[src/rtl/kvs_seq_pkg.sv]
// Shared types for the kvs command sequencer: op codes, FSM states, default-width payload structs.
package kvs_seq_pkg;

    localparam int unsigned KEY_BITS_DEF = 32;
    localparam int unsigned VAL_BITS_DEF = 32;
    localparam int unsigned TAG_BITS_DEF = 4;

    typedef enum logic [1:0] {
        OP_INSERT = 2'd0,
        OP_LOOKUP = 2'd1,
        OP_UPDATE = 2'd2,
        OP_DELETE = 2'd3
    } op_t;

    typedef enum logic {
        ST_ISSUE = 1'b0,
        ST_MOD   = 1'b1
    } seq_state_t;

    // Payload layouts at the default widths; parameterised instances pack the same field order.
    typedef struct packed {
        logic [KEY_BITS_DEF-1:0] key;
        logic [VAL_BITS_DEF-1:0] value;
    } ins_entry_t;

    typedef struct packed {
        op_t                     op;
        logic [TAG_BITS_DEF-1:0] tag;
        logic                    hit;
        logic [VAL_BITS_DEF-1:0] value;
    } resp_t;

    function automatic logic needs_modify(op_t op);
        return (op == OP_UPDATE) || (op == OP_DELETE);
    endfunction

endpackage

[src/rtl/kvs_cmd_sequencer_if.sv]
// Command/response port of the kvs command sequencer (master = client, slave = sequencer).
interface kvs_cmd_sequencer_if
    import kvs_seq_pkg::*;
#(
    parameter int unsigned KEY_BITS = 32,
    parameter int unsigned VAL_BITS = 32,
    parameter int unsigned TAG_BITS = 4
);
    logic                cmd_valid;
    logic                cmd_ready;
    op_t                 cmd_op;
    logic [KEY_BITS-1:0] cmd_key;
    logic [VAL_BITS-1:0] cmd_value;
    logic [TAG_BITS-1:0] cmd_tag;

    logic                resp_valid;
    op_t                 resp_op;
    logic [TAG_BITS-1:0] resp_tag;
    logic                resp_hit;
    logic [VAL_BITS-1:0] resp_value;

    modport master (
        output cmd_valid, cmd_op, cmd_key, cmd_value, cmd_tag,
        input  cmd_ready,
        input  resp_valid, resp_op, resp_tag, resp_hit, resp_value
    );

    modport slave (
        input  cmd_valid, cmd_op, cmd_key, cmd_value, cmd_tag,
        output cmd_ready,
        output resp_valid, resp_op, resp_tag, resp_hit, resp_value
    );
endinterface

[src/rtl/kvs_seq_fifo.sv]
// Synchronous first-word-fall-through FIFO; head entry is visible on rdata while not empty.
module kvs_seq_fifo #(
    parameter int unsigned DEPTH = 8,
    parameter int unsigned WIDTH = 64
) (
    input  logic                       clk,
    input  logic                       rst_n,
    input  logic                       push,
    input  logic [WIDTH-1:0]           wdata,
    input  logic                       pop,
    output logic [WIDTH-1:0]           rdata,
    output logic                       full,
    output logic                       empty,
    output logic [$clog2(DEPTH):0]     count
);
    localparam int unsigned AW = $clog2(DEPTH);
    localparam int unsigned CW = AW + 1;

    logic [WIDTH-1:0] mem [DEPTH];
    logic [AW-1:0]    wr_ptr;
    logic [AW-1:0]    rd_ptr;
    logic             push_ok;
    logic             pop_ok;

    assign push_ok = push && !full;
    assign pop_ok  = pop && !empty;
    assign full    = (count == CW'(DEPTH));
    assign empty   = (count == '0);
    assign rdata   = mem[rd_ptr];

    // Storage needs no reset; occupancy is tracked by the pointers and count.
    always_ff @(posedge clk) begin
        if (push_ok) mem[wr_ptr] <= wdata;
    end

    always_ff @(posedge clk or negedge rst_n) begin
        if (!rst_n) begin
            wr_ptr <= '0;
            rd_ptr <= '0;
            count  <= '0;
        end else begin
            if (push_ok) wr_ptr <= wr_ptr + AW'(1);
            if (pop_ok)  rd_ptr <= rd_ptr + AW'(1);
            count <= count + CW'(push_ok) - CW'(pop_ok);
        end
    end
endmodule

[src/rtl/kvs_cmd_sequencer.sv]
// Command front-end for the kvs hashmap: insert queue, lookup->modify sequencing, tagged responses.
// Optional KVS_SEQ_STATS_EN adds saturating hit/miss/insert counters.
module kvs_cmd_sequencer
    import kvs_seq_pkg::*;
#(
    parameter int unsigned KEY_BITS       = 32,
    parameter int unsigned VAL_BITS       = 32,
    parameter int unsigned TAG_BITS       = 4,
    parameter int unsigned LOOKUP_LAT     = 3,
    parameter int unsigned INS_FIFO_DEPTH = 8
) (
    input  logic                clk,
    input  logic                rst_n,
    kvs_cmd_sequencer_if.slave  cmd,
    output logic                kvs_insert,
    input  logic                kvs_busy,
    output logic [KEY_BITS-1:0] kvs_ins_key,
    output logic [VAL_BITS-1:0] kvs_ins_value,
    output logic                kvs_lookup,
    output logic [KEY_BITS-1:0] kvs_key,
    output logic                kvs_modify,
    output logic                kvs_del,
    output logic [VAL_BITS-1:0] kvs_mod_value,
    input  logic                kvs_valid,
    input  logic [VAL_BITS-1:0] kvs_value
`ifdef KVS_SEQ_STATS_EN
    ,
    output logic [31:0]         stat_hits,
    output logic [31:0]         stat_misses,
    output logic [31:0]         stat_inserts
`endif
);
    localparam int unsigned ENT_W = KEY_BITS + VAL_BITS;
    localparam int unsigned CNT_W = $clog2(INS_FIFO_DEPTH) + 1;

    seq_state_t          state_q, state_d;
    logic                ready_d;
    logic                lookup_d, modify_d, del_d;
    logic [KEY_BITS-1:0] key_d;
    logic [VAL_BITS-1:0] mod_value_d;
    logic [VAL_BITS-1:0] pend_val_q, pend_val_d;
    logic                pend_del_q, pend_del_d;

    logic                accept, push, acc_lk;
    logic [ENT_W-1:0]    fifo_rdata;
    logic                fifo_full, fifo_empty;
    logic [CNT_W-1:0]    fifo_count, cnt_nxt;

    logic                pipe_v_q   [LOOKUP_LAT+1];
    op_t                 pipe_op_q  [LOOKUP_LAT+1];
    logic [TAG_BITS-1:0] pipe_tag_q [LOOKUP_LAT+1];

    assign accept = cmd.cmd_valid && cmd.cmd_ready;
    assign push   = accept && (cmd.cmd_op == OP_INSERT);
    assign acc_lk = accept && (cmd.cmd_op != OP_INSERT);

    // Insert drain bypasses the FSM: head goes out whenever kvs can take it.
    assign kvs_insert    = !fifo_empty && !kvs_busy;
    assign kvs_ins_key   = fifo_rdata[ENT_W-1:VAL_BITS];
    assign kvs_ins_value = fifo_rdata[VAL_BITS-1:0];

    kvs_seq_fifo #(
        .DEPTH (INS_FIFO_DEPTH),
        .WIDTH (ENT_W)
    ) u_ins_fifo (
        .clk   (clk),
        .rst_n (rst_n),
        .push  (push),
        .wdata ({cmd.cmd_key, cmd.cmd_value}),
        .pop   (kvs_insert),
        .rdata (fifo_rdata),
        .full  (fifo_full),
        .empty (fifo_empty),
        .count (fifo_count)
    );

    // Next state and next values of every registered kvs/handshake output.
    always_comb begin
        state_d     = state_q;
        lookup_d    = 1'b0;
        key_d       = kvs_key;
        modify_d    = 1'b0;
        del_d       = 1'b0;
        mod_value_d = '0;
        pend_val_d  = pend_val_q;
        pend_del_d  = pend_del_q;
        unique case (state_q)
            ST_ISSUE: begin
                if (acc_lk) begin
                    lookup_d = 1'b1;
                    key_d    = cmd.cmd_key;
                    if (needs_modify(cmd.cmd_op)) begin
                        state_d    = ST_MOD;
                        pend_val_d = cmd.cmd_value;
                        pend_del_d = (cmd.cmd_op == OP_DELETE);
                    end
                end
            end
            ST_MOD: begin
                modify_d    = 1'b1;
                del_d       = pend_del_q;
                mod_value_d = pend_del_q ? '0 : pend_val_q;
                state_d     = ST_ISSUE;
            end
            default: state_d = ST_ISSUE;
        endcase
        cnt_nxt = fifo_count + CNT_W'(push) - CNT_W'(kvs_insert);
        ready_d = (state_d == ST_ISSUE) && (cnt_nxt != CNT_W'(INS_FIFO_DEPTH));
    end

    always_ff @(posedge clk or negedge rst_n) begin
        if (!rst_n) begin
            state_q       <= ST_ISSUE;
            cmd.cmd_ready <= 1'b0;
            kvs_lookup    <= 1'b0;
            kvs_key       <= '0;
            kvs_modify    <= 1'b0;
            kvs_del       <= 1'b0;
            kvs_mod_value <= '0;
            pend_val_q    <= '0;
            pend_del_q    <= 1'b0;
        end else begin
            state_q       <= state_d;
            cmd.cmd_ready <= ready_d;
            kvs_lookup    <= lookup_d;
            kvs_key       <= key_d;
            kvs_modify    <= modify_d;
            kvs_del       <= del_d;
            kvs_mod_value <= mod_value_d;
            pend_val_q    <= pend_val_d;
            pend_del_q    <= pend_del_d;
        end
    end

    // Stage 0 is loaded alongside kvs_lookup; the last stage lines up with kvs data.
    always_ff @(posedge clk or negedge rst_n) begin
        if (!rst_n) begin
            for (int unsigned k = 0; k <= LOOKUP_LAT; k++) begin
                pipe_v_q[k]   <= 1'b0;
                pipe_op_q[k]  <= OP_INSERT;
                pipe_tag_q[k] <= '0;
            end
        end else begin
            pipe_v_q[0]   <= acc_lk;
            pipe_op_q[0]  <= cmd.cmd_op;
            pipe_tag_q[0] <= cmd.cmd_tag;
            for (int unsigned k = 1; k <= LOOKUP_LAT; k++) begin
                pipe_v_q[k]   <= pipe_v_q[k-1];
                pipe_op_q[k]  <= pipe_op_q[k-1];
                pipe_tag_q[k] <= pipe_tag_q[k-1];
            end
        end
    end

    assign cmd.resp_valid = pipe_v_q[LOOKUP_LAT];
    assign cmd.resp_op    = pipe_op_q[LOOKUP_LAT];
    assign cmd.resp_tag   = pipe_tag_q[LOOKUP_LAT];
    assign cmd.resp_hit   = pipe_v_q[LOOKUP_LAT] && kvs_valid;
    assign cmd.resp_value = pipe_v_q[LOOKUP_LAT] ? kvs_value : '0;

`ifdef KVS_SEQ_STATS_EN
    always_ff @(posedge clk or negedge rst_n) begin
        if (!rst_n) begin
            stat_hits    <= '0;
            stat_misses  <= '0;
            stat_inserts <= '0;
        end else begin
            if (cmd.resp_valid && kvs_valid && (stat_hits != '1))
                stat_hits <= stat_hits + 32'd1;
            if (cmd.resp_valid && !kvs_valid && (stat_misses != '1))
                stat_misses <= stat_misses + 32'd1;
            if (kvs_insert && (stat_inserts != '1))
                stat_inserts <= stat_inserts + 32'd1;
        end
    end
`endif

endmodule
[src/flat_wrapper.sv]
// flat-port wrapper written by rule: the top's interface ports become plain ports
module kvs_cmd_sequencer_flat import kvs_seq_pkg::*;
#(
    parameter int unsigned KEY_BITS       = 32,
    parameter int unsigned VAL_BITS       = 32,
    parameter int unsigned TAG_BITS       = 4,
    parameter int unsigned LOOKUP_LAT     = 3,
    parameter int unsigned INS_FIFO_DEPTH = 8
)
  (clk, rst_n, kvs_insert, kvs_busy, kvs_ins_key, kvs_ins_value, kvs_lookup, kvs_key, kvs_modify, kvs_del, kvs_mod_value, kvs_valid, kvs_value, cmd_cmd_valid, cmd_cmd_op, cmd_cmd_key, cmd_cmd_value, cmd_cmd_tag, cmd_cmd_ready, cmd_resp_valid, cmd_resp_op, cmd_resp_tag, cmd_resp_hit, cmd_resp_value);
  kvs_cmd_sequencer_if #(.KEY_BITS(KEY_BITS), .VAL_BITS(VAL_BITS), .TAG_BITS(TAG_BITS)) cmd_i ();
  input  logic clk;
  input  logic rst_n;
  output logic kvs_insert;
  input  logic kvs_busy;
  output logic [KEY_BITS-1:0] kvs_ins_key;
  output logic [VAL_BITS-1:0] kvs_ins_value;
  output logic kvs_lookup;
  output logic [KEY_BITS-1:0] kvs_key;
  output logic kvs_modify;
  output logic kvs_del;
  output logic [VAL_BITS-1:0] kvs_mod_value;
  input  logic kvs_valid;
  input  logic [VAL_BITS-1:0] kvs_value;
  input wire logic [$bits(cmd_i.cmd_valid)-1:0] cmd_cmd_valid;
  input wire logic [$bits(cmd_i.cmd_op)-1:0] cmd_cmd_op;
  input wire logic [$bits(cmd_i.cmd_key)-1:0] cmd_cmd_key;
  input wire logic [$bits(cmd_i.cmd_value)-1:0] cmd_cmd_value;
  input wire logic [$bits(cmd_i.cmd_tag)-1:0] cmd_cmd_tag;
  output wire logic [$bits(cmd_i.cmd_ready)-1:0] cmd_cmd_ready;
  output wire logic [$bits(cmd_i.resp_valid)-1:0] cmd_resp_valid;
  output wire logic [$bits(cmd_i.resp_op)-1:0] cmd_resp_op;
  output wire logic [$bits(cmd_i.resp_tag)-1:0] cmd_resp_tag;
  output wire logic [$bits(cmd_i.resp_hit)-1:0] cmd_resp_hit;
  output wire logic [$bits(cmd_i.resp_value)-1:0] cmd_resp_value;
  assign cmd_i.cmd_valid = cmd_cmd_valid;
  assign cmd_i.cmd_op = cmd_cmd_op;
  assign cmd_i.cmd_key = cmd_cmd_key;
  assign cmd_i.cmd_value = cmd_cmd_value;
  assign cmd_i.cmd_tag = cmd_cmd_tag;
  assign cmd_cmd_ready = cmd_i.cmd_ready;
  assign cmd_resp_valid = cmd_i.resp_valid;
  assign cmd_resp_op = cmd_i.resp_op;
  assign cmd_resp_tag = cmd_i.resp_tag;
  assign cmd_resp_hit = cmd_i.resp_hit;
  assign cmd_resp_value = cmd_i.resp_value;
  kvs_cmd_sequencer #(.KEY_BITS(KEY_BITS), .VAL_BITS(VAL_BITS), .TAG_BITS(TAG_BITS), .LOOKUP_LAT(LOOKUP_LAT), .INS_FIFO_DEPTH(INS_FIFO_DEPTH)) u_core (.clk(clk), .rst_n(rst_n), .cmd(cmd_i), .kvs_insert(kvs_insert), .kvs_busy(kvs_busy), .kvs_ins_key(kvs_ins_key), .kvs_ins_value(kvs_ins_value), .kvs_lookup(kvs_lookup), .kvs_key(kvs_key), .kvs_modify(kvs_modify), .kvs_del(kvs_del), .kvs_mod_value(kvs_mod_value), .kvs_valid(kvs_valid), .kvs_value(kvs_value));
endmodule
[config.mk]
export PLATFORM = sky130hd
export DESIGN_NAME = kvs_cmd_sequencer_flat
export DESIGN_NICKNAME = d
export VERILOG_FILES = /design/src/rtl/kvs_seq_pkg.sv /design/src/rtl/kvs_cmd_sequencer_if.sv /design/src/rtl/kvs_seq_fifo.sv /design/src/rtl/kvs_cmd_sequencer.sv /design/src/flat_wrapper.sv
export SDC_FILE = /design/constraint.sdc
export NUM_CORES = 1
export LEC_CHECK = 0
export BUFFER_PORTS_ARGS = -buffer_cell sky130_fd_sc_hd__buf_2
export CAP_MARGIN = 15
export CORE_MARGIN = 5
export CORE_UTILIZATION = 45
export CTS_BUF_LIST = sky130_fd_sc_hd__clkbuf_4 sky130_fd_sc_hd__clkbuf_8 sky130_fd_sc_hd__clkbuf_16
export CTS_CLUSTER_SIZE = 8
export DETAILED_ROUTE_END_ITERATION = 8
export PLACE_DENSITY = 0.66
export SYNTH_ARGS = -nofsm -noshare
export SYNTH_HDL_FRONTEND = slang
export SYNTH_HIERARCHICAL = 1
export SYNTH_SLANG_ARGS = --single-unit
[constraint.sdc]
create_clock -name clk -period 15.94 [get_ports clk]
set_clock_uncertainty 0.15 [all_clocks]
set_input_delay 1.594 -clock clk [delete_from_list [all_inputs] [get_ports clk]]
set_output_delay 1.594 -clock clk [all_outputs]
set_load 0.02 [all_outputs]
# == Yosys cells after proc, flatten, opt, wreduce, memory -nomap -nowiden ==
# Memory sizes are Yosys's and may differ from the RTL's.
# Cells that the tools add are included.
# word_totals
in_bits,107
n_memories,1
register_bits,140
word_cells,66
mem_bits_rw,512
# op_classes
n_mux,12
eq_ne,4
n_reduce_logical,17
addsub,6
bitwise,2
# mem_list
name,depth,word_bits,read_ports,rd_clocked_by_memory_dff,write_ports,line_no,source
u_core.u_ins_fifo.mem,8,64,1,0,1,kvs_seq_fifo.sv:19,logic [WIDTH-1:0] mem [DEPTH];
# ops
cell,count
32-bit two-way mux,3
4-bit by 1-bit adder with 4-bit output,2
1-bit logical AND,8
1-bit two-way mux,8
4-bit by 1-bit subtractor with 4-bit output,2
"3-bit by 1-bit adder with 3-bit output, second input constant",2
"2-bit equality test, second input constant",2
"4-bit equality test, second input constant",1
4-bit logical NOT,1
"4-bit inequality test, second input constant",1
1-bit logical NOT,3
3-bit AND reduction,1
2-bit logical NOT,1
1-bit inverter,2
1-bit case mux with 2 select lines,1
2-bit AND reduction,1
2-bit nonzero test,1
1-bit logical OR,1

# == Depth between registers and ports, before layout ==
# Gate-level depths: netlist of run 1.
# logic_depth
depth_word,7
depth_mapped,12

# == Modules after synthesis ==
# The synthesis of run 1 kept the hierarchy.
# modules_own_cells
mod,cells_each,n_inst,area_each_um2
kvs_seq_fifo,796,1,19792.7
kvs_cmd_sequencer,307,1,4722.0

# == Worst setup path after synthesis of run 1 ==
# OpenSTA, ideal clock, no wires.
# synth_timing
path_kind,input to register
startpoint,input cmd_cmd_valid
endpoint,"memory u_core.u_ins_fifo.mem[0][0], enable pin"
path_slack_ns,6.812
arrival_time_ns,8.334
cell_stages,4
t_required_ns,15.145
n_path_buf,0
path_cell_list,nand2_1 > nor3_1 > nand2_1 > nor4_1
# synth_between
elab_chain_len,5
# synth_rtl
element,line_no,source
from (decl),flat_wrapper.sv:25,input wire logic [$bits(cmd_i.cmd_valid)-1:0] cmd_cmd_valid;
1-bit logical AND,kvs_cmd_sequencer.sv:53,assign accept = cmd.cmd_valid && cmd.cmd_ready;
1-bit logical AND,kvs_cmd_sequencer.sv:54,assign push = accept && (cmd.cmd_op == OP_INSERT);
named net u_core.push,kvs_cmd_sequencer.sv:44,"logic accept, push, acc_lk;"
1-bit logical AND,kvs_seq_fifo.sv:25,assign push_ok = push && !full;
1-bit two-way mux,kvs_seq_fifo.sv:33,if (push_ok) mem[wr_ptr] <= wdata;
1-bit two-way mux (implied by the code),kvs_seq_fifo.sv:33,
to (decl),kvs_seq_fifo.sv:19,
# The timed path passes the listed nets, and every way through them passes these cells.

# == Worst setup path in the final report of run 1 ==
# layout_timing
startpoint,register u_core.u_ins_fifo.rd_ptr[0]
endpoint,output kvs_ins_key[0]
# layout_between
elab_chain_len,1
# layout_rtl
element,line_no,source
from (decl),kvs_seq_fifo.sv:21,logic [AW-1:0] rd_ptr;
from (signal assigned),kvs_seq_fifo.sv:43,if (pop_ok) rd_ptr <= rd_ptr + AW'(1);
memory read 8 x 64 bit,--,
to (decl),flat_wrapper.sv:16,output logic [KEY_BITS-1:0] kvs_ins_key;
# Every way passes these cells.

==> impl_metrics.env, run 1 <==
export IMPL_detail_route_iter0_violations=720
export IMPL_setup_slack_ns=9.766
export IMPL_slew_viol_final=0
export IMPL_grt_use_total_pct=17.37
export IMPL_htree_levels=3
export IMPL_routed_via_density=5.257
export IMPL_grt_setup_unrepaired="false"
export IMPL_hold_viol=0
export IMPL_endpoint_kind="output port"
export IMPL_cts_buffer_depth=3
export IMPL_antenna_cells=0
export IMPL_p_per_area_nw_per_um2=181.9
export IMPL_internal_power_mw=3.830
export IMPL_hold_buffers=0
export IMPL_dp_hpwl_mm=28.03
export IMPL_p_sw_share_pct=28.77
export IMPL_setup_viol=0
export IMPL_p_clk_share_pct=34.7
export IMPL_wl_per_cell_um=23.15
export IMPL_drive_above_1_share_pct=48.81
export IMPL_start_kind="register"
export IMPL_ff2ff_setup_slack_ns=12.59
export IMPL_antenna_found_initial=1
export IMPL_syn_num_nets=1223
export IMPL_via_count=11640
export IMPL_core_area_um2=53920
export IMPL_drc_errors=0
export IMPL_num_rows=85
export IMPL_grt_pass1_wl_mm=78.93
export IMPL_avgSynthCellArea_um2=22.24
export IMPL_post_cts_buffers=0
export IMPL_port_buffers=279
export IMPL_io_pins=280
export IMPL_yosysWarningCount=6
export IMPL_comb_power_share_pct=26.1
export IMPL_area_growth_pct=20.62
export IMPL_crit_end="kvs_ins_key[0]"
export IMPL_grt_max_degree=72
export IMPL_reg2reg_to="u_core/u_ins_fifo/mem[4][30]$_DFFE_PP_"
export IMPL_drtAntennaViolNets=0
export IMPL_crit_start="u_core/u_ins_fifo/rd_ptr[0]$_DFFE_PN0P_"
export IMPL_start_util_pct=45.46
export IMPL_r2r_start="u_core/cmd.cmd_ready$_DFF_PN0_"
export IMPL_cts_resized_gates=0
export IMPL_cts_inserted_buffers=91
export IMPL_netlist_instances=1102
export IMPL_max_slew_margin_rel_pct=22.25
export IMPL_syn_area_um2=24510
export IMPL_run_status="complete, no violations"
export IMPL_globalRoute_totalOverflow=0
export IMPL_die_y_um=243.4
export IMPL_clock_sinks=652
export IMPL_die_w_um=243.4
export IMPL_dr_pass1_iters=5
export IMPL_cts_root_buffer="clkbuf_16"
export IMPL_fmax_mhz=162.0
export IMPL_ir_drop_mv=0.09811
export IMPL_nets=1565
export IMPL_gp_congestion=0.7430
export IMPL_wl_mm=51.26
export IMPL_cp_max_fo=49
export IMPL_die_area_um2=59240
export IMPL_r2r_cells=6
export IMPL_power_switching_mw=1.547
export IMPL_fin_crit_ns=6.174
export IMPL_cp_required_ns=14.20
export IMPL_finalCritPeriodShare_pct=38.73
export IMPL_crit_type="reg2out"
export IMPL_cap_violations=0
export IMPL_worstMarginPinSlew_ns=1.166
export IMPL_p_seq_share_pct=39.2
export IMPL_tritoncts="built"
export IMPL_first_global_vias=12858
export IMPL_worstPathArrival_ns=4.43
export IMPL_clkTransAtPathRegs_ns=0.05
export IMPL_p_leak_nw=10.91
export IMPL_finalSetupTns_ns=0
export IMPL_hold_path_class="reg2reg"
export IMPL_pre_cts_slack_ns=10.22
export IMPL_clkLatencyLatePin_ns=0.61
flip-flops by register name, summed over array words and instances, names as in the netlist, 3 cells and up:
register and flops:
u_core/u_ins_fifo/count 4, u_core/kvs_key 32, u_core/kvs_mod_value 32, u_core/pipe_op_q 6, u_core/pipe_v_q 3, u_core/cmd.resp_tag 4
u_core/pipe_tag_q 12, u_core/u_ins_fifo/mem 512, u_core/u_ins_fifo/rd_ptr 3, u_core/u_ins_fifo/wr_ptr 3, u_core/pend_val_q 32
placed cells by master (no fill, tap or decap), types with 4 or more instances in the layout:
cell       instances
and2_1            66
buf_2            278
buf_4             22
clkbuf_16         91
clkbuf_4          70
dfrtp_1          137
edfxtp_1         512
ha_1              12
inv_1             15
mux2_2           129
mux4_2           128
nand2_1            4
nand3_1            4
nor2_1             4
nor3_2             4
xnor2_1            5
stage by stage:
stage	hold slack, ns	power, mW	utilization (%)	std cells	cell area [um2]
finish	0.1871	5.377	54.83	2214	29560
global placement	0.1818	3.552	49.46	2046	26670
detailed placement	0.1847	3.571	49.46	2046	26670
global route	0.1934	5.646	54.83	2214	29560
floorplan	0.1812	3.146	-	1102	24510
CTS	0.1895	5.472	54.79	2213	29540
layout make-up:
cell class	instances	area, um2
inverters	15	56.30
multi-input cells	382	5286
repair buffers	302	1588
well taps	696	870.8
clock buffers	161	2803
clock inverters	6	71.32
flip-flops and latches	652	18890
fillers	4070	24360
power groups by stage:
stage               clock network, mW  logic [mW]  registers (mW)
finish                           1.87        1.40            2.11
global route                     2.01        1.51            2.13
CTS                              1.92        1.44            2.11
detailed placement                  0        1.43            2.14
global placement                    0        1.42            2.13
floorplan                           0        1.01            2.13
worst max-delay path: stages (launching register included):
cell	delay [ns]
dfrtp_4	0.89
buf_4	0.88
buf_4	0.86
mux4_2	0.61
mux2_2	0.32
buf_2	0.17
layer usage:
| metal | global-route usage [%] | vias to the layer above | part of all wire, % |
|---|---|---|---|
| li1 | - | 5107 | - |
| met1 | 23.57 | 6198 | 43 |
| met3 | 3.770 | 63 | 5.2 |
| met2 | 28.59 | 270 | 50 |
| met5 | 0 | - | 0.025 |
| met4 | 5.257 | 2 | 1.8 |
how the worst min path moves through the flow:
stage	to	slack, ns	startpoint	cells after the start
floorplan	u_core/cmd.resp_op[0]$_DFF_PN0_	0.18	u_core/pipe_op_q[2]$_DFF_PN0_	0
global placement	u_core/pipe_tag_q[7]$_DFF_PN0_	0.18	u_core/pipe_tag_q[11]$_DFF_PN0_	0
detailed placement	u_core/pipe_op_q[4]$_DFF_PN0_	0.18	u_core/pipe_op_q[6]$_DFF_PN0_	0
CTS	u_core/pipe_tag_q[7]$_DFF_PN0_	0.19	u_core/pipe_tag_q[11]$_DFF_PN0_	0
global route	u_core/pipe_tag_q[7]$_DFF_PN0_	0.19	u_core/pipe_tag_q[11]$_DFF_PN0_	0
finish	u_core/pipe_tag_q[7]$_DFF_PN0_	0.19	u_core/pipe_tag_q[11]$_DFF_PN0_	0
No activity file was read; power rests on OpenSTA's default activity.
==> run 2, diff against run 1 <==
PLACE_DENSITY = 0.69   (was 0.66)
clock period = 5.4 ns   (was 15.94 ns; I/O delays follow)
==> run 2 against run 1 <==
Clock-buffer cell count rose by 1. Combinational power rose to 2.9 times the previous value. Sequential share of layout area fell by 0.49 points. Total power rose to 3.0 times the previous value. Critical path depth fell by 1. Sequential cell count did not move. Setup slack got worse by 8.2 ns. Global-route usage rose by 0.075 points. Design area rose by 0.77%. First-iteration DRC count rose by 7.6%. Via count rose by 0.52%. Register-to-register slack got worse by 11 ns.
==> impl_metrics.env, run 2 (same netlist as run 1, synthesis figures left out) <==
export IMPL_run_status="complete, no violations"
export IMPL_ir_drop_mv=0.2642
export IMPL_hold_viol=0
export IMPL_pre_cts_slack_ns=1.690
export IMPL_setup_viol=0
export IMPL_crit_type="reg2out"
export IMPL_fillers=4061
export IMPL_detail_route_iter0_violations=775
export IMPL_dr_pass1_iters=4
export IMPL_final_util_pct=55.25
export IMPL_wl_per_cell_um=23.08
export IMPL_fin_crit_ns=3.821
export IMPL_grt_max_degree=75
export IMPL_nets=1574
export IMPL_p_leak_nw=11.00
export IMPL_hold_worst_slack_ns=0.06203
export IMPL_die_w_um=243.4
export IMPL_start_kind="register"
export IMPL_fin_area_um2=29790
export IMPL_cap_violations=0
export IMPL_drtAntennaViolNets=0
export IMPL_dp_hpwl_mm=29.18
export IMPL_die_y_um=243.4
export IMPL_cts_root_buffer="clkbuf_16"
export IMPL_setup_slack_ns=1.579
export IMPL_via_count=11700
export IMPL_cts_resized_gates=0
export IMPL_io_pins=280
export IMPL_drc_errors=0
export IMPL_cp_max_fo=47
export IMPL_post_dp_cell_area_um2=26810
export IMPL_finalSetupTns_ns=0
export IMPL_wl_mm=51.32
export IMPL_port_buffers=279
export IMPL_cts_buffer_depth=3
export IMPL_htree_levels=3
export IMPL_grt_setup_unrepaired="false"
export IMPL_globalRoute_totalOverflow=0
export IMPL_final_common_cell="edfxtp_1"
export IMPL_slew_viol_final=0
export IMPL_dp_cells=2049
export IMPL_area_growth_pct=21.55
export IMPL_max_slew_margin_rel_pct=27.52
export IMPL_grt_pass1_wl_mm=79.54
export IMPL_finalCritPeriodShare_pct=70.76
export IMPL_worstMarginPinSlew_ns=1.081
export IMPL_final_cells=2224
export IMPL_worstPathArrival_ns=3.13
export IMPL_clkLatencyLatePin_ns=0.61
export IMPL_endpoint_kind="output port"
export IMPL_die_area_um2=59240
export IMPL_most_common_layout_cells="edfxtp_1 (512), buf_2 (278), dfrtp_1 (137)"
export IMPL_gp_congestion=0.7402
export IMPL_start_util_pct=45.46
export IMPL_clock_sinks=652
export IMPL_routed_via_density=5.261
export IMPL_largest_reg_flops=512
export IMPL_num_rows=85
export IMPL_first_global_vias=12945
export IMPL_drive_above_1_share_pct=48.66
export IMPL_grt_use_total_pct=17.44
export IMPL_p_per_area_nw_per_um2=535.6
export IMPL_cp_required_ns=4.71
export IMPL_hold_path_class="in2reg"
export IMPL_power_mw=15.96
export IMPL_cts_inserted_buffers=91
export IMPL_antenna_found_initial=0
export IMPL_clkTransAtPathRegs_ns=0.05
export IMPL_core_area_um2=53920
export IMPL_regMostFlops="u_core/u_ins_fifo/mem"
export IMPL_fmax_mhz=261.7
export IMPL_tritoncts="built"
-- run 2: changes by cell type in the layout (fill, tap and decap cells not counted), moves of 2 or more --
cell           change
inv_6              -2
clkinv_8           +2
buf_4              -5
clkbuf_16          +2
dlygate4sd3_1      +7
buf_12             +7
-- run 2: final cells by class --
cell class | count | area (um2) | area share [%]
Inverter | 15 | 56.30 | 0.1890
Antenna cell | 1 | 2.502 | 0.008399
Clock buffer | 162 | 2845 | 9.550
Tap cell | 696 | 870.8 | 2.923
Sequential cell | 652 | 18890 | 63.40
Multi-Input combinational cell | 382 | 5301 | 17.79
Timing Repair Buffer | 311 | 1760 | 5.909
Clock inverter | 5 | 66.31 | 0.2226
-- run 2: metal layers --
layer | up-vias | track usage (%) | routed length, um
met5 | - | 0 | 0
met4 | 0 | 4.589 | 693
met3 | 60 | 3.058 | 2287
met2 | 253 | 28.54 | 25690
met1 | 6254 | 24.66 | 22650
li1 | 5133 | - | -
-- run 2: critical path, cell delays in order, from the launching register on --
cell,delay [ns]
dfrtp_4,0.99
buf_12,0.43
mux4_2,0.57
mux2_2,0.32
buf_2,0.17
-- run 2: timing repair --
item,in CTS,in global routing
hold buffers,7,0
buffers inserted,0,0
endpoints found under the setup margin,0,0
hold endpoints to repair,72,0
-- run 2: final timing paths --
check	depth (start not counted)	slack [ns]	to	startpoint
setup reg to reg	5	1.95	u_core/u_ins_fifo/mem[3][5]$_DFFE_PP_	u_core/cmd.cmd_ready$_DFF_PN0_
setup / recovery	4	1.58	kvs_ins_value[0]	u_core/u_ins_fifo/rd_ptr[0]$_DFFE_PN0P_
hold / removal	1	0.06	u_core/u_ins_fifo/mem[0][7]$_DFFE_PP_	cmd_cmd_value[7]
min in group asynchronous	2	0.36	u_core/pend_val_q[5]$_DFFE_PN0P_	rst_n
max in group asynchronous	3	3.77	u_core/kvs_key[3]$_DFFE_PN0P_	rst_n
hold reg to reg	0	0.19	u_core/pipe_tag_q[9]$_DFF_PN0_	u_core/pipe_tag_q[13]$_DFF_PN0_
-- run 2: power breakdown --
group / total (mW) / switching (mW) / internal [mW] / leakage, nW
clock network: 5.55 / 1.99 / 3.56 / 1.50
logic: 4.05 / 2.10 / 1.96 / 3.18
registers: 6.35 / 0.484 / 5.87 / 6.32
==> run 3, diff against run 2 <==
ABC_AREA = 1   (was unset)
PLACE_DENSITY = 0.66   (was 0.69)
clock period = 3.9 ns   (was 5.4 ns; I/O delays follow)
==> run 3 against run 2 <==
Synthesized cell count rose to 2.5 times the previous value. First-iteration DRC count up 42%. Global-route usage up 1.7 points. Final cell count up 80%. Combinational power up 84%. Largest power group unchanged. Design area up 13%. Hold slack better by 0.019 ns. Total power up 49%. Register-to-register slack worse by 0.80 ns.
==> impl_metrics.env, run 3 <==
export IMPL_netlist_instances=2775
export IMPL_die_y_um=258.5
export IMPL_clock_sinks=652
export IMPL_r2r_start="u_core/u_ins_fifo/count[2]$_DFF_PN0_"
export IMPL_hold_path_class="in2reg"
export IMPL_grt_pass1_wl_mm=101.0
export IMPL_critPathBufInv=3
export IMPL_finalCritPeriodShare_pct=85.39
export IMPL_yosysWarningCount=6
export IMPL_num_rows=91
export IMPL_tritoncts="built"
export IMPL_htree_levels=3
export IMPL_slew_viol_final=0
export IMPL_core_area_um2=61480
export IMPL_clkLatencyLatePin_ns=0.61
export IMPL_start_util_pct=45.19
export IMPL_grt_use_total_pct=19.18
export IMPL_cts_root_buffer="clkbuf_16"
export IMPL_r2r_cells=15
export IMPL_crit_family="buffers and inverters"
export IMPL_drive_above_1_share_pct=15.83
export IMPL_finalSetupTns_ns=0
export IMPL_worstPathArrival_ns=2.79
export IMPL_cts_inserted_buffers=91
export IMPL_fmax_mhz=300.3
export IMPL_p_per_area_nw_per_um2=706.9
export IMPL_setup_slack_ns=0.5698
export IMPL_area_growth_pct=20.67
export IMPL_post_dp_cell_area_um2=29860
export IMPL_fin_crit_ns=3.330
export IMPL_cts_buffer_depth=3
export IMPL_cpPeakStageDelay_ns=0.68
export IMPL_clkTransAtPathRegs_ns=0.05
export IMPL_ir_drop_mv=0.5871
export IMPL_pre_cts_slack_ns=1.135
export IMPL_most_common_layout_cells="nand2_1 (1019), inv_1 (605), edfxtp_1 (512)"
export IMPL_final_util_pct=54.53
export IMPL_via_count=18494
export IMPL_first_global_vias=18250
export IMPL_gp_congestion=0.7603
export IMPL_cp_max_fo=86
export IMPL_worstHoldStart="kvs_busy"
export IMPL_final_common_cell="nand2_1"
export IMPL_port_buffers=279
export IMPL_antenna_found_initial=5
export IMPL_start_kind="register"
export IMPL_detail_route_iter0_violations=1097
export IMPL_max_slew_margin_rel_pct=24.85
export IMPL_crit_type="reg2out"
export IMPL_grt_setup_unrepaired="false"
export IMPL_hold_viol=0
export IMPL_whs_endpoint="u_core/u_ins_fifo/rd_ptr[2]$_DFFE_PN0P_"
export IMPL_globalRoute_totalOverflow=0
export IMPL_grt_max_degree=138
export IMPL_regMostFlops="u_core/u_ins_fifo/mem"
export IMPL_cts_resized_gates=0
export IMPL_syn_num_nets=2896
export IMPL_worstMarginPinSlew_ns=1.127
export IMPL_dr_pass1_iters=5
export IMPL_wl_mm=64.19
export IMPL_dp_hpwl_mm=34.86
export IMPL_hold_buffers=72
export IMPL_die_area_um2=66810
export IMPL_hold_path_depth=4
export IMPL_nets=3253
export IMPL_ff2ff_setup_slack_ns=1.15
export IMPL_run_status="complete, no violations"
export IMPL_syn_area_um2=27790
export IMPL_largest_reg_flops=512
export IMPL_drc_errors=0
export IMPL_cp_cell_sequence="inv_8 -> buf_4 -> nand2_1 -> nand3_1 -> nand2_1 -> nand2_1 -> nand2_1 -> buf_2"
export IMPL_cp_required_ns=3.36
export IMPL_endpoint_kind="output port"
export IMPL_post_cts_buffers=0
export IMPL_final_cells=4004
export IMPL_crit_slowest_cell="dfrtp_4"
export IMPL_cpMostUsedCell="nand2_1"
export IMPL_cap_violations=0
export IMPL_avgSynthCellArea_um2=10.01
export IMPL_io_pins=280
export IMPL_dp_cells=3757
export IMPL_fin_area_um2=33530
export IMPL_routed_via_density=4.619
export IMPL_setup_viol=0
export IMPL_die_w_um=258.5
export IMPL_p_leak_nw=16.40
export IMPL_drtAntennaViolNets=0
export IMPL_wl_per_cell_um=16.03
export IMPL_reg2reg_to="u_core/cmd.cmd_ready$_DFF_PN0_"
run 3: cell type report:
cell class                 count  area, um2
antenna                        4      10.01
fill                        5241      27960
clock buffer                 164       2843
multi-input combinational   1389       5877
tap                          790      988.4
timing repair buffer         390       2541
sequential                   652      18890
inverter                     608       2292
clock inverter                 7      90.09
run 3: how the worst max path moves through the flow:
| stage | endpoint | startpoint | depth (start not counted) | slack [ns] |
|---|---|---|---|---|
| 6_report | kvs_ins_value[3] | u_core/u_ins_fifo/rd_ptr[0]$_DFFE_PN0P_ | 8 | 0.57 |
| 5_1_grt | kvs_ins_value[3] | u_core/u_ins_fifo/rd_ptr[0]$_DFFE_PN0P_ | 8 | 0.33 |
| 4_1_cts | kvs_ins_value[3] | u_core/u_ins_fifo/rd_ptr[0]$_DFFE_PN0P_ | 8 | 0.50 |
| 3_5_place_dp | u_core/u_ins_fifo/count[2]$_DFF_PN0_ | cmd_cmd_op[1] | 10 | 1.14 |
| 3_3_place_gp | u_core/cmd.cmd_ready$_DFF_PN0_ | u_core/u_ins_fifo/count[2]$_DFF_PN0_ | 15 | 1.15 |
| 2_1_floorplan | u_core/u_ins_fifo/mem[0][0]$_DFFE_PP_ | u_core/cmd.cmd_ready$_DFF_PN0_ | 5 | -0.35 |
run 3: per-stage QoR:
stage | total power [mW] | hold WS [ns]
finish | 23.70 | 0.08107
floorplan | 13.77 | -0.05559
CTS | 23.97 | 0.03934
global route | 25.14 | 0.09622
detailed placement | 16.02 | 0.1855
global placement | 15.95 | 0.1820
run 3: power breakdown:
group          total (mW)  internal (mW)  switching, mW  leakage, nW
sequential           8.47           8.08          0.392         6.36
combinational        7.44           2.24           5.21         8.53
clock                7.79           4.98           2.81         1.51
total                23.7           15.3           8.41         16.4
run 3: per-layer routing:
metal	routed length [um]	global-route usage (%)	share of wire, %
met5	0	0	0
met1	28300	25.68	44
met3	3386	3.390	5.3
met4	1367	6.197	2.1
met2	31140	32.16	49
run 3: worst reg2reg max path: stages, from the launching register on:
cell	delay [ns]
dfrtp_1	0.37
inv_1	0.09
ha_1	0.20
nand3_1	0.12
inv_1	0.06
nor2_1	0.26
ha_1	0.30
inv_1	0.06
ha_1	0.14
inv_1	0.06
fa_1	0.49
nand3b_1	0.08
nor2_1	0.09
nand3_1	0.08
nand2_1	0.06
inv_1	0.04
